### src/rtl/bwt_search_ctrl.sv
// -----------------------------------------------------------------------------
// bwt_search_ctrl
//
// Controller for FM-index backward search of one short read against a BWT.
// Starting from the full suffix-array interval [0, ref_len), each base of the
// read is consumed from last to first. Each step narrows the interval:
//     lo = C[b] + Occ(b, lo)
//     hi = C[b] + Occ(b, hi)
// The search stops early as soon as the interval becomes empty.
//
// One base takes seven states:
//     FETCH -> WBASE -> REQ_LO -> WAIT_LO -> REQ_HI -> WAIT_HI -> UPDATE
// Bases come from an external read buffer with one cycle of read latency.
// Occ counts come from a shared Occ memory through a req/gnt/rvalid
// handshake. Only one Occ request is ever outstanding.
//
// Ports
//   clk          single clock; all state changes on the rising edge
//   rst          asynchronous, active-low reset
//   start        one-cycle request to search a read; accepted in IDLE only
//   read_len     number of bases in the read; sampled when start is accepted
//   ref_len      BWT length including the sentinel; stable while busy
//   c_a..c_t     C-table entries; stable while busy
//   base_addr    read-buffer address (index of the base being fetched)
//   base_data    base at base_addr, valid one cycle later (A=0 C=1 G=2 T=3)
//   occ_req      Occ lookup request
//   occ_gnt      Occ request accepted in this cycle
//   occ_addr     pointer k of Occ(b, k)
//   occ_base     base b of Occ(b, k)
//   occ_rdata    Occ result (count of b in BWT[0..k-1])
//   occ_rvalid   occ_rdata is valid
//   busy         high in every state except IDLE
//   done         one-cycle completion pulse
//   out          a match was found (final interval is not empty)
//   loc1         final interval low bound (inclusive)
//   loc2         final interval high bound (exclusive)
// -----------------------------------------------------------------------------
module bwt_search_ctrl #(
    parameter int PTR_W = 10,
    parameter int LEN_W = 7
) (
    input  logic             clk,
    input  logic             rst,
    input  logic             start,
    input  logic [LEN_W-1:0] read_len,
    input  logic [PTR_W-1:0] ref_len,
    input  logic [PTR_W-1:0] c_a,
    input  logic [PTR_W-1:0] c_c,
    input  logic [PTR_W-1:0] c_g,
    input  logic [PTR_W-1:0] c_t,
    output logic [LEN_W-1:0] base_addr,
    input  logic [1:0]       base_data,
    output logic             occ_req,
    input  logic             occ_gnt,
    output logic [PTR_W-1:0] occ_addr,
    output logic [1:0]       occ_base,
    input  logic [PTR_W-1:0] occ_rdata,
    input  logic             occ_rvalid,
    output logic             busy,
    output logic             done,
    output logic             out,
    output logic [PTR_W-1:0] loc1,
    output logic [PTR_W-1:0] loc2
);

    // ------------------------------------------------------------------
    // State encoding
    // ------------------------------------------------------------------
    localparam logic [3:0] S_IDLE    = 4'd0;
    localparam logic [3:0] S_FETCH   = 4'd1;
    localparam logic [3:0] S_WBASE   = 4'd2;
    localparam logic [3:0] S_REQ_LO  = 4'd3;
    localparam logic [3:0] S_WAIT_LO = 4'd4;
    localparam logic [3:0] S_REQ_HI  = 4'd5;
    localparam logic [3:0] S_WAIT_HI = 4'd6;
    localparam logic [3:0] S_UPDATE  = 4'd7;
    localparam logic [3:0] S_FIN     = 4'd8;

    // ------------------------------------------------------------------
    // State registers and their next values
    // ------------------------------------------------------------------
    logic [3:0]       state_reg,  state_next;
    logic [LEN_W-1:0] idx_reg,    idx_next;     // index of the current base
    logic [1:0]       base_reg,   base_next;    // current base b
    logic [PTR_W-1:0] lo_reg,     lo_next;      // interval low
    logic [PTR_W-1:0] hi_reg,     hi_next;      // interval high
    logic [PTR_W-1:0] occ_lo_reg, occ_lo_next;  // Occ(b, lo)
    logic [PTR_W-1:0] occ_hi_reg, occ_hi_next;  // Occ(b, hi)
    logic [PTR_W-1:0] loc1_reg,   loc1_next;    // held result, low
    logic [PTR_W-1:0] loc2_reg,   loc2_next;    // held result, high
    logic             out_reg,    out_next;     // held result, match flag

    // ------------------------------------------------------------------
    // C-table lookup for the current base. This is an AND-OR mux: each
    // lane passes its entry only when it matches base_reg.
    // ------------------------------------------------------------------
    logic [PTR_W-1:0] c_tab  [4];
    logic [PTR_W-1:0] c_term [4];
    logic [PTR_W-1:0] c_sel;

    assign c_tab[0] = c_a;
    assign c_tab[1] = c_c;
    assign c_tab[2] = c_g;
    assign c_tab[3] = c_t;

    genvar gi;
    generate
        for (gi = 0; gi < 4; gi++) begin : g_ctab
            assign c_term[gi] = (base_reg == 2'(gi)) ? c_tab[gi] : '0;
        end
    endgenerate

    assign c_sel = c_term[0] | c_term[1] | c_term[2] | c_term[3];

    // ------------------------------------------------------------------
    // Interval update arithmetic. The sums are one bit wider than the
    // pointers. A C-table plus Occ overflow therefore still compares
    // correctly for the empty-interval test, even though the stored
    // bounds are truncated.
    // ------------------------------------------------------------------
    logic [PTR_W:0] sum_lo;
    logic [PTR_W:0] sum_hi;

    assign sum_lo = {1'b0, c_sel} + {1'b0, occ_lo_reg};
    assign sum_hi = {1'b0, c_sel} + {1'b0, occ_hi_reg};

    // ------------------------------------------------------------------
    // Next-state logic
    // ------------------------------------------------------------------
    always_comb begin
        state_next  = state_reg;
        idx_next    = idx_reg;
        base_next   = base_reg;
        lo_next     = lo_reg;
        hi_next     = hi_reg;
        occ_lo_next = occ_lo_reg;
        occ_hi_next = occ_hi_reg;
        loc1_next   = loc1_reg;
        loc2_next   = loc2_reg;
        out_next    = out_reg;

        case (state_reg)
            S_IDLE: begin
                if (start) begin
                    lo_next = '0;
                    hi_next = ref_len;
                    if (read_len == '0) begin
                        // An empty read matches everywhere: report the
                        // full interval without touching memory.
                        state_next = S_FIN;
                    end else begin
                        idx_next   = read_len - LEN_W'(1);
                        state_next = S_FETCH;
                    end
                end
            end

            S_FETCH: begin
                // base_addr already presents idx_reg. Data arrives next cycle.
                state_next = S_WBASE;
            end

            S_WBASE: begin
                base_next  = base_data;
                state_next = S_REQ_LO;
            end

            S_REQ_LO: begin
                if (occ_gnt) begin
                    state_next = S_WAIT_LO;
                end
            end

            S_WAIT_LO: begin
                if (occ_rvalid) begin
                    occ_lo_next = occ_rdata;
                    state_next  = S_REQ_HI;
                end
            end

            S_REQ_HI: begin
                if (occ_gnt) begin
                    state_next = S_WAIT_HI;
                end
            end

            S_WAIT_HI: begin
                if (occ_rvalid) begin
                    occ_hi_next = occ_rdata;
                    state_next  = S_UPDATE;
                end
            end

            S_UPDATE: begin
                lo_next = sum_lo[PTR_W-1:0];
                hi_next = sum_hi[PTR_W-1:0];
                // Stop on an empty interval so that no further base or Occ
                // traffic is generated for a read that cannot match.
                if ((sum_lo >= sum_hi) || (idx_reg == '0)) begin
                    state_next = S_FIN;
                end else begin
                    idx_next   = idx_reg - LEN_W'(1);
                    state_next = S_FETCH;
                end
            end

            S_FIN: begin
                loc1_next  = lo_reg;
                loc2_next  = hi_reg;
                out_next   = (lo_reg < hi_reg);
                state_next = S_IDLE;
            end

            default: begin
                state_next = S_IDLE;
            end
        endcase
    end

    // ------------------------------------------------------------------
    // State registers
    // ------------------------------------------------------------------
    always_ff @(posedge clk or negedge rst) begin
        if (!rst) begin
            state_reg  <= S_IDLE;
            idx_reg    <= '0;
            base_reg   <= '0;
            lo_reg     <= '0;
            hi_reg     <= '0;
            occ_lo_reg <= '0;
            occ_hi_reg <= '0;
            loc1_reg   <= '0;
            loc2_reg   <= '0;
            out_reg    <= 1'b0;
        end else begin
            state_reg  <= state_next;
            idx_reg    <= idx_next;
            base_reg   <= base_next;
            lo_reg     <= lo_next;
            hi_reg     <= hi_next;
            occ_lo_reg <= occ_lo_next;
            occ_hi_reg <= occ_hi_next;
            loc1_reg   <= loc1_next;
            loc2_reg   <= loc2_next;
            out_reg    <= out_next;
        end
    end

    // ------------------------------------------------------------------
    // Outputs
    // ------------------------------------------------------------------
    logic in_fin;
    logic in_req_lo;
    logic in_req_hi;

    assign in_fin    = (state_reg == S_FIN);
    assign in_req_lo = (state_reg == S_REQ_LO);
    assign in_req_hi = (state_reg == S_REQ_HI);

    assign busy      = (state_reg != S_IDLE);
    assign done      = in_fin;
    assign base_addr = idx_reg;

    // The request fields come only from registers. They therefore stay
    // stable for as long as the grant is withheld.
    assign occ_req   = in_req_lo | in_req_hi;
    assign occ_addr  = in_req_hi ? hi_reg : (in_req_lo ? lo_reg : '0);
    assign occ_base  = base_reg;

    // During FIN the live interval is shown. Afterwards the captured copy
    // keeps the result visible while IDLE.
    assign loc1 = in_fin ? lo_reg            : loc1_reg;
    assign loc2 = in_fin ? hi_reg            : loc2_reg;
    assign out  = in_fin ? (lo_reg < hi_reg) : out_reg;

endmodule

### config.mk
export PLATFORM = sky130hd
export DESIGN_NAME = bwt_search_ctrl
export DESIGN_NICKNAME = d
export VERILOG_FILES = /design/src/rtl/bwt_search_ctrl.sv
export SDC_FILE = /design/constraint.sdc
export NUM_CORES = 1
export LEC_CHECK = 0
export CAP_MARGIN = 0
export CORE_ASPECT_RATIO = 0.8
export CORE_UTILIZATION = 36
export CTS_CLUSTER_DIAMETER = 50
export DETAILED_ROUTE_END_ITERATION = 16
export PLACE_DENSITY = 0.67
export SYNTH_ARGS = -nofsm -noshare
export SYNTH_HDL_FRONTEND = slang
export SYNTH_SLANG_ARGS = --single-unit
### constraint.sdc
create_clock -name clk -period 12.5 [get_ports clk]
set_clock_uncertainty 0.05 [all_clocks]
set_input_delay 2.5 -clock clk [delete_from_list [all_inputs] [get_ports clk]]
set_output_delay 2.5 -clock clk [all_outputs]
set_load 0.01 [all_outputs]
==> impl_metrics.json, run 1 <==
{
  "status": "finished, final reports clean",
  "synth_top_area_share_pct": 36.7,
  "synth_nets": 591,
  "postCtsHoldBufs": 0,
  "cts_buffers": 9,
  "cts_root_buffer": "clkbuf_16",
  "grt_first_pass_wirelength_mm": 21.4,
  "worst-path-buf-inv": 1,
  "rsz0062_at_grt": "false",
  "synthMostInstantiatedCell": "dfrtp_1",
  "drt-initial-drc-count": 194,
  "crit_slowest_cell": "mux4_2",
  "drive_above_1_share_pct": 13.7,
  "globalplace.congestion": 0.810,
  "power_density_nw_per_um2": 309,
  "synth_edf_count": 0,
  "hold_viol_final": 0,
  "path_cells": "clkdlybuf4s50_1, mux4_2, ha_1, fa_1, a21o_1, a21oi_1, o21ai_1, a31oi_1, xnor2_1, ha_1, nand3_1, nand2_1, a221oi_2, o211ai_2, nand2_2, mux2_1",
  "grt_use_met1_pct": 27.0,
  "core_um2": 13600,
  "drv_slew": 0,
  "via_per_inst": 5.39,
  "overflow": 0,
  "antenna_found_initial": 0,
  "setup_tns_ns": 0,
  "drc": 0,
  "n_antenna_cell": 0,
  "timing.slew.headroom_pct": 31.7,
  "avgSynthCellArea_um2": 10.6,
  "gr-usage-met3_pct": 4.08,
  "grt_pass1_vias": 4092,
  "dieArea_um2": 14500,
  "ant_nets": 0,
  "synthDistinctLibCells": 63,
  "totalWireLength_mm": 12.9,
  "yosysSeqAreaShare_pct": 36.7,
  "cp.arrival_ns": 6.67,
  "wl_per_cell_um": 16.9,
  "first_pass_iters": 4,
  "finalSetupViolCount": 0,
  "synth_area_leaders": "dfrtp_1, ha_1, mux2_2",
  "hpwl_mm": 9.87,
  "nets": 697,
  "cts_tree": "built",
  "globalRouteMet2Util_pct": 28.8,
  "synthCells": 475,
  "synthTopCellsByCount": "dfrtp_1, ha_1, nand2_1",
  "hp-class": "register to register",
  "cpPeakStageDelay_ns": 0.52,
  "layout.cells.non_filler": 765,
  "yosys_register_bits": 74,
  "ctsResizeCount": 0,
  "synthArstFlopShare_pct": 100,
  "clk_path_buf_depth": 2,
  "top_usage_layer": "met2",
  "period_needed_ns": 6.50,
  "die_h_um": 108,
  "endpoint_kind": "register",
  "post-place-cells": 750,
  "fmax_ghz": 0.154,
  "drv_cap": 0,
  "total_power_w": 0.00206,
  "synth_ff_type": "dfrtp_1",
  "fin_crit_sh_pct": 52.0,
  "critPathLaunchType": "input pin",
  "grt_use_total_pct": 19.0,
  "grt_max_degree": 75,
  "syn_area_um2": 5050,
  "path_delay_family": "compound AO/OA/AOI/OAI gates",
  "p_leak_nw": 2.94,
  "cts_htree_levels": 3,
  "synth_area_leader_cell": "dfrtp_1",
  "path_common_cell": "ha_1",
  "path_class": "input pin to register",
  "rows": 38,
  "die_w_um": 134,
  "peakVddDrop_uv": 160,
  "io_buffer_count": 116,
  "post_cts_buffers": 0,
  "tightest_slew_ns": 1.02,
  "worstPathMaxFanout": 5,
  "num_io_pins": 117,
  "vias": 4127,
  "clk_latency_ns": 0.34,
  "area_growth_pct": 31.8,
  "initial_core_util_pct": 37.0,
  "cp.required_ns": 12.67,
  "clock-sinks": 74,
  "ys_warn_count": 0,
  "path_clk_slew_ns": 0.06
}
-- placed cells by master, fill, tap and decap left out, drive strengths merged, types with 3 or more instances in the layout --
cell / n
a21oi: 25
mux2: 48
clkbuf: 10
a221oi: 3
a21bo: 3
nor2b: 3
ha: 40
a21o: 11
o21ai: 26
dfrtp: 74
nand3: 11
o21bai: 3
nand2: 34
o22ai: 5
inv: 22
clkdlybuf4s50: 115
mux2i: 8
nand2b: 3
xnor2: 11
nor4: 3
a31oi: 5
nor2: 27
o21a: 4
nor3: 15
a211oi: 8
mux4: 10
nand4: 7
a22o: 11
nor3b: 3
xor2: 6
buf: 3
-- layout make-up --
cell class                      instances  area, um^2
Clock inverter                          5        85.1
Clock buffer                           10         239
Tap cell                              180         225
Sequential cell                        74        1850
Multi-Input combinational cell        358        3010
Fill cell                            1250        6990
Timing Repair Buffer                  118        1170
Inverter                               20        75.1
-- metrics by stage --
stage               instance area, um^2  utilization, %  setup slack [ns]  hold slack (ns)
CTS                                6660            48.8              6.06            0.453
detailed placement                 6330            46.4              5.70            0.440
floorplan                          5050               -              6.50            0.421
global placement                   6330            46.4              5.83            0.422
global route                       6660            48.8              5.76            0.461
finish                             6660            48.8              6.00            0.444
-- per-layer routing --
layer  share of wire (%)  up-vias
met5                   0        -
met3                 5.3        2
met4                0.42        0
met2                  44      131
li1                    -     1974
met1                  50     2020
-- power breakdown --
part           internal [W]  switching, W  leakage, nW
Combinational      0.000626      0.000683         1.85
Sequential         0.000341      0.000124        0.936
Clock              0.000180      0.000102        0.156
Total               0.00115      0.000910         2.94
-- worst reg2reg max path, delay by kind of cell (launching register included) --
family,cells,cell delay (ns)
flip-flops,1,0.74
multiplexers,2,0.97
XOR/XNOR,1,0.19
adder cells (fa/ha/maj),3,0.96
AO/OA/AOI/OAI,6,1.43
AND/OR/NAND/NOR,3,0.33
-- path summary, 6_finish.rpt --
check / start / end / slack [ns] / cells past startpoint
max: c_t[0] / base_addr[0]$_DFFE_PN0P_ / 6.00 / 16
min: loc1_reg[0]$_DFF_PN0_ / loc1_reg[0]$_DFF_PN0_ / 0.44 / 1
min in group asynchronous: rst / base_addr[4]$_DFFE_PN0P_ / 2.24 / 1
max in group asynchronous: rst / occ_hi_reg[0]$_DFFE_PN0P_ / 9.53 / 1
min reg2reg: loc1_reg[0]$_DFF_PN0_ / loc1_reg[0]$_DFF_PN0_ / 0.44 / 1
max reg2reg: occ_base[0]$_DFFE_PN0P_ / base_addr[0]$_DFFE_PN0P_ / 7.69 / 15
-- kinds of logic after synthesis --
family / Yosys count / share of synthesized area [%]
xor gates and xnor gates: 17 / 2.95
DFF: 74 / 36.7
and+or+nand+nor: 115 / 12.4
adders and majority gates: 42 / 10.7
AOI/OAI and AO/OA: 118 / 16.6
buffers and inverters: 43 / 3.99
muxes: 66 / 16.7
(Power assumes the default switching activity.)
==> inputs of run 2 (changes only) <==
==> constraint.sdc (replaced) <==
create_clock -name clk -period 6.5 [get_ports clk]
set_clock_uncertainty 0.05 [all_clocks]
set_input_delay 1.3 -clock clk [delete_from_list [all_inputs] [get_ports clk]]
set_output_delay 1.3 -clock clk [all_outputs]
set_load 0.01 [all_outputs]
==> impl_metrics.json, run 2 (synthesized netlist as in run 1, its figures left out) <==
{
  "status": "finished, final reports clean",
  "path_class": "input pin to register",
  "drc": 0,
  "dieArea_um2": 14500,
  "die_h_um": 108,
  "setup_ws_ns": 1.23,
  "rows": 38,
  "layout_common_cells": "clkdlybuf4s50_1, dfrtp_1, ha_1",
  "power_density_nw_per_um2": 594,
  "area_growth_pct": 31.7,
  "period_needed_ns": 5.27,
  "totalWireLength_mm": 12.9,
  "worstSetupStartpoint": "c_t[0]",
  "fin_crit_sh_pct": 81.0,
  "cts_tree": "built",
  "tightest_slew_ns": 1.02,
  "hold_ws_ns": 0.447,
  "wl_per_cell_um": 16.9,
  "drv_cap": 0,
  "hold_viol_final": 0,
  "clk_path_buf_depth": 2,
  "via_per_inst": 5.47,
  "num_io_pins": 117,
  "worstPathMaxFanout": 5,
  "critPathLaunchType": "input pin",
  "worstHoldStart": "loc1_reg[1]$_DFF_PN0_",
  "overflow": 0,
  "finish.utilization_pct": 48.8,
  "cts_htree_levels": 3,
  "timing.slew.headroom_pct": 31.8,
  "grt_use_total_pct": 18.8,
  "grt_first_pass_wirelength_mm": 21.1,
  "drv_slew": 0,
  "finalSetupViolCount": 0,
  "die_w_um": 134,
  "first_pass_iters": 5,
  "peakVddDrop_uv": 320,
  "globalplace.congestion": 0.810,
  "fmax_ghz": 0.190,
  "endpoint_kind": "register",
  "r2r-start": "occ_base[0]$_DFFE_PN0P_",
  "postCtsHoldBufs": 0,
  "cp.arrival_ns": 5.43,
  "total_power_w": 0.00396,
  "cp.required_ns": 6.67,
  "drt-initial-drc-count": 229,
  "post_cts_buffers": 0,
  "vias": 4189,
  "ctsResizeCount": 0,
  "ant_nets": 0,
  "drive_above_1_share_pct": 13.7,
  "n_antenna_cell": 0,
  "hpwl_mm": 9.84,
  "rsz0062_at_grt": "false",
  "antenna_found_initial": 0,
  "core_um2": 13600,
  "hp-class": "register to register",
  "pre_cts_ws_ns": 0.894,
  "nets": 697,
  "grt_max_degree": 75,
  "io_buffer_count": 116,
  "final_common_cell": "clkdlybuf4s50_1",
  "clk_latency_ns": 0.34,
  "cts_buffers": 9,
  "cts_root_buffer": "clkbuf_16",
  "initial_core_util_pct": 37.0,
  "grt_pass1_vias": 4056,
  "clock-sinks": 74,
  "nFillCells": 1220,
  "path_clk_slew_ns": 0.06,
  "setup_tns_ns": 0,
  "p_leak_nw": 2.94
}
==> run 2: layout make-up <==
class                           instances  area, um^2  share of cell area (%)
Timing Repair Buffer                  118        1170                    17.6
Clock buffer                           10         229                    3.44
Sequential cell                        74        1850                    27.8
Inverter                               20        75.1                    1.13
Tap cell                              180         225                    3.38
Clock inverter                          6        90.1                    1.35
Multi-Input combinational cell        358        3010                    45.2
==> run 2: path summary, 6_finish.rpt <==
| path | to | slack (ns) | cells after the start |
|---|---|---|---|
| max | base_addr[0]$_DFFE_PN0P_ | 1.23 | 16 |
| min | loc1_reg[1]$_DFF_PN0_ | 0.45 | 1 |
| max reg2reg | base_addr[0]$_DFFE_PN0P_ | 1.72 | 15 |
| min reg2reg | loc1_reg[1]$_DFF_PN0_ | 0.45 | 1 |
| max in group asynchronous | occ_lo_reg[3]$_DFFE_PN0P_ | 4.75 | 1 |
| min in group asynchronous | base_addr[4]$_DFFE_PN0P_ | 1.05 | 1 |
==> run 2: power breakdown <==
group	internal, W	total, W	switching (W)	leakage (nW)
Combinational	0.00120	0.00252	0.00131	1.85
Sequential	0.000656	0.000897	0.000240	0.936
Clock	0.000338	0.000539	0.000202	0.153
==> run 2: per-stage QoR <==
step	area [um^2]	instances
2_1_floorplan	5050	475
3_3_place_gp	6330	750
3_5_place_dp	6330	750
4_1_cts	6650	766
5_1_grt	6650	766
6_report	6650	766
==> run 2: worst max-delay path, stage by stage <==
cell             delay (ns)
clkdlybuf4s50_1        0.39
mux4_2                 0.52
ha_1                   0.25
fa_1                   0.41
a21o_1                 0.19
a21oi_1                0.28
o21ai_1                0.11
a31oi_1                0.26
xnor2_1                0.19
ha_1                   0.28
nand3_1                0.09
nand2_1                0.06
a221oi_2               0.36
o211ai_2               0.23
nand2_2                0.17
mux2_1                 0.33
==> run 2: per-layer routing <==
metal  up-vias  global-route usage [%]  share of wire [%]
met5         -                       0                  0
met3         7                    4.03                6.1
met4         0                    4.74               0.84
met1      2041                    26.7                 49
met2       165                    28.9                 44
li1       1976                       -                  -
==> inputs of run 3 (changes only) <==
==> constraint.sdc (replaced) <==
create_clock -name clk -period 4.9 [get_ports clk]
set_clock_uncertainty 0.05 [all_clocks]
set_input_delay 0.98 -clock clk [delete_from_list [all_inputs] [get_ports clk]]
set_output_delay 0.98 -clock clk [all_outputs]
set_load 0.01 [all_outputs]
==> impl_metrics.json, run 3 (synthesized netlist as in run 1, its figures left out) <==
{
  "status": "finished, final reports clean",
  "area_growth_pct": 35.5,
  "hpwl_mm": 9.98,
  "drt-initial-drc-count": 242,
  "initial_core_util_pct": 37.0,
  "ant_nets": 0,
  "clock_power_share_pct": 13.4,
  "antenna_found_initial": 0,
  "globalplace.congestion": 0.786,
  "postCtsHoldBufs": 0,
  "drv_cap": 0,
  "clock-sinks": 74,
  "p_leak_nw": 3.05,
  "finalSetupViolCount": 0,
  "rows": 38,
  "critPathLaunchType": "input pin",
  "finish.utilization_pct": 50.2,
  "cts_htree_levels": 3,
  "fin_crit_sh_pct": 96.2,
  "drive_above_1_share_pct": 17.0,
  "layout_common_cells": "clkdlybuf4s50_1, dfrtp_1, ha_1",
  "die_w_um": 134,
  "n_antenna_cell": 0,
  "grt_first_pass_wirelength_mm": 21.5,
  "num_io_pins": 117,
  "vias": 4220,
  "grt_max_degree": 75,
  "nets": 718,
  "hp-class": "register to register",
  "path_class": "input pin to register",
  "first_pass_iters": 4,
  "io_buffer_count": 116,
  "cts_root_buffer": "clkbuf_16",
  "post-place-cells": 770,
  "power_density_nw_per_um2": 816,
  "seqPwrFrac_pct": 21.2,
  "power.share.switching_pct": 43.0,
  "seq_area_um2": 1850,
  "path_clk_slew_ns": 0.06,
  "combPwrFrac_pct": 65.5,
  "final_common_cell": "clkdlybuf4s50_1",
  "multi_input_area_um2": 3030,
  "wl_per_cell_um": 16.5,
  "clk_latency_ns": 0.34,
  "overflow": 0,
  "fmax_ghz": 0.212,
  "grt_pass1_vias": 4095,
  "via_per_inst": 5.36,
  "timing.slew.headroom_pct": 35.3,
  "total_power_w": 0.00558,
  "drv_slew": 0,
  "hold_viol_final": 0,
  "endpoint_kind": "register",
  "cp.arrival_ns": 4.88,
  "core_um2": 13600,
  "nFillCells": 1189,
  "layout.cells.non_filler": 787,
  "setup_ws_ns": 0.188,
  "peakVddDrop_uv": 398,
  "cts_buffers": 9,
  "pre_cts_ws_ns": -0.224,
  "period_needed_ns": 4.71,
  "p_int_w": 0.00319,
  "worstPathMaxFanout": 4,
  "dieArea_um2": 14500,
  "grt_use_total_pct": 19.2,
  "cp.required_ns": 5.07,
  "clk_path_buf_depth": 2,
  "totalWireLength_mm": 13.0,
  "hold_ws_ns": 0.449,
  "die_h_um": 108,
  "tightest_slew_ns": 0.971,
  "p_switching_w": 0.00240,
  "drc": 0,
  "cts_tree": "built"
}
## run 3: path summary, 6_finish.rpt
| check | startpoint | to | slack [ns] | cells past startpoint |
|---|---|---|---|---|
| setup / recovery | c_t[1] | base_addr[0]$_DFFE_PN0P_ | 0.19 | 15 |
| hold / removal | loc1_reg[0]$_DFF_PN0_ | loc1_reg[0]$_DFF_PN0_ | 0.45 | 1 |
| setup reg to reg | occ_base[0]$_DFFE_PN0P_ | base_addr[0]$_DFFE_PN0P_ | 0.49 | 15 |
| hold reg to reg | loc1_reg[0]$_DFF_PN0_ | loc1_reg[0]$_DFF_PN0_ | 0.45 | 1 |
| max in group asynchronous | rst | occ_lo_reg[2]$_DFFE_PN0P_ | 3.42 | 1 |
| min in group asynchronous | rst | base_addr[5]$_DFFE_PN0P_ | 0.73 | 1 |
## run 3: cell type report
cell class / count / share of cell area, %
Sequential cell: 74 / 27.0
Clock inverter: 5 / 1.24
Timing Repair Buffer: 139 / 19.4
Inverter: 20 / 1.10
Multi-Input combinational cell: 358 / 44.2
Clock buffer: 11 / 3.69
Tap cell: 180 / 3.29
## run 3: power groups by stage
stage	registers, W	logic [W]	clock network, W
after global placement	0.00118	0.00344	0
final	0.00118	0.00366	0.000746
after floorplan	0.00105	0.00249	0
after detailed placement	0.00119	0.00353	0
after CTS	0.00118	0.00356	0.000766
after global routing	0.00123	0.00404	0.000795
## run 3: what timing repair did
action,CTS,global route
resized for setup,0,3
buffers inserted,0,1
setup endpoints to repair,0,9
## run 3: per-stage QoR
step	TNS [ns]	cell area (um^2)
after global routing	-0.0111	6850
after CTS	0	6820
after global placement	-0.328	6480
final	0	6850
after detailed placement	-1.46	6480
after floorplan	0	5050
## run 3: critical path, stage by stage
cell	delay, ns
clkdlybuf4s50_1	0.39
mux4_2	0.56
ha_1	0.34
a211oi_1	0.30
nor3_1	0.13
o31a_1	0.31
nor2_1	0.11
xor2_1	0.25
ha_1	0.31
a21oi_1	0.15
nand2_1	0.11
a221oi_4	0.35
o211ai_2	0.17
nand2_2	0.10
mux2_1	0.32
## run 3: per-layer routing
metal | track usage (%) | vias up | share of wire (%)
met4 | 5.06 | 0 | 0.73
li1 | - | 2024 | -
met3 | 4.45 | 9 | 5.1
met1 | 27.1 | 2055 | 51
met5 | 0 | - | 0
met2 | 29.5 | 132 | 44
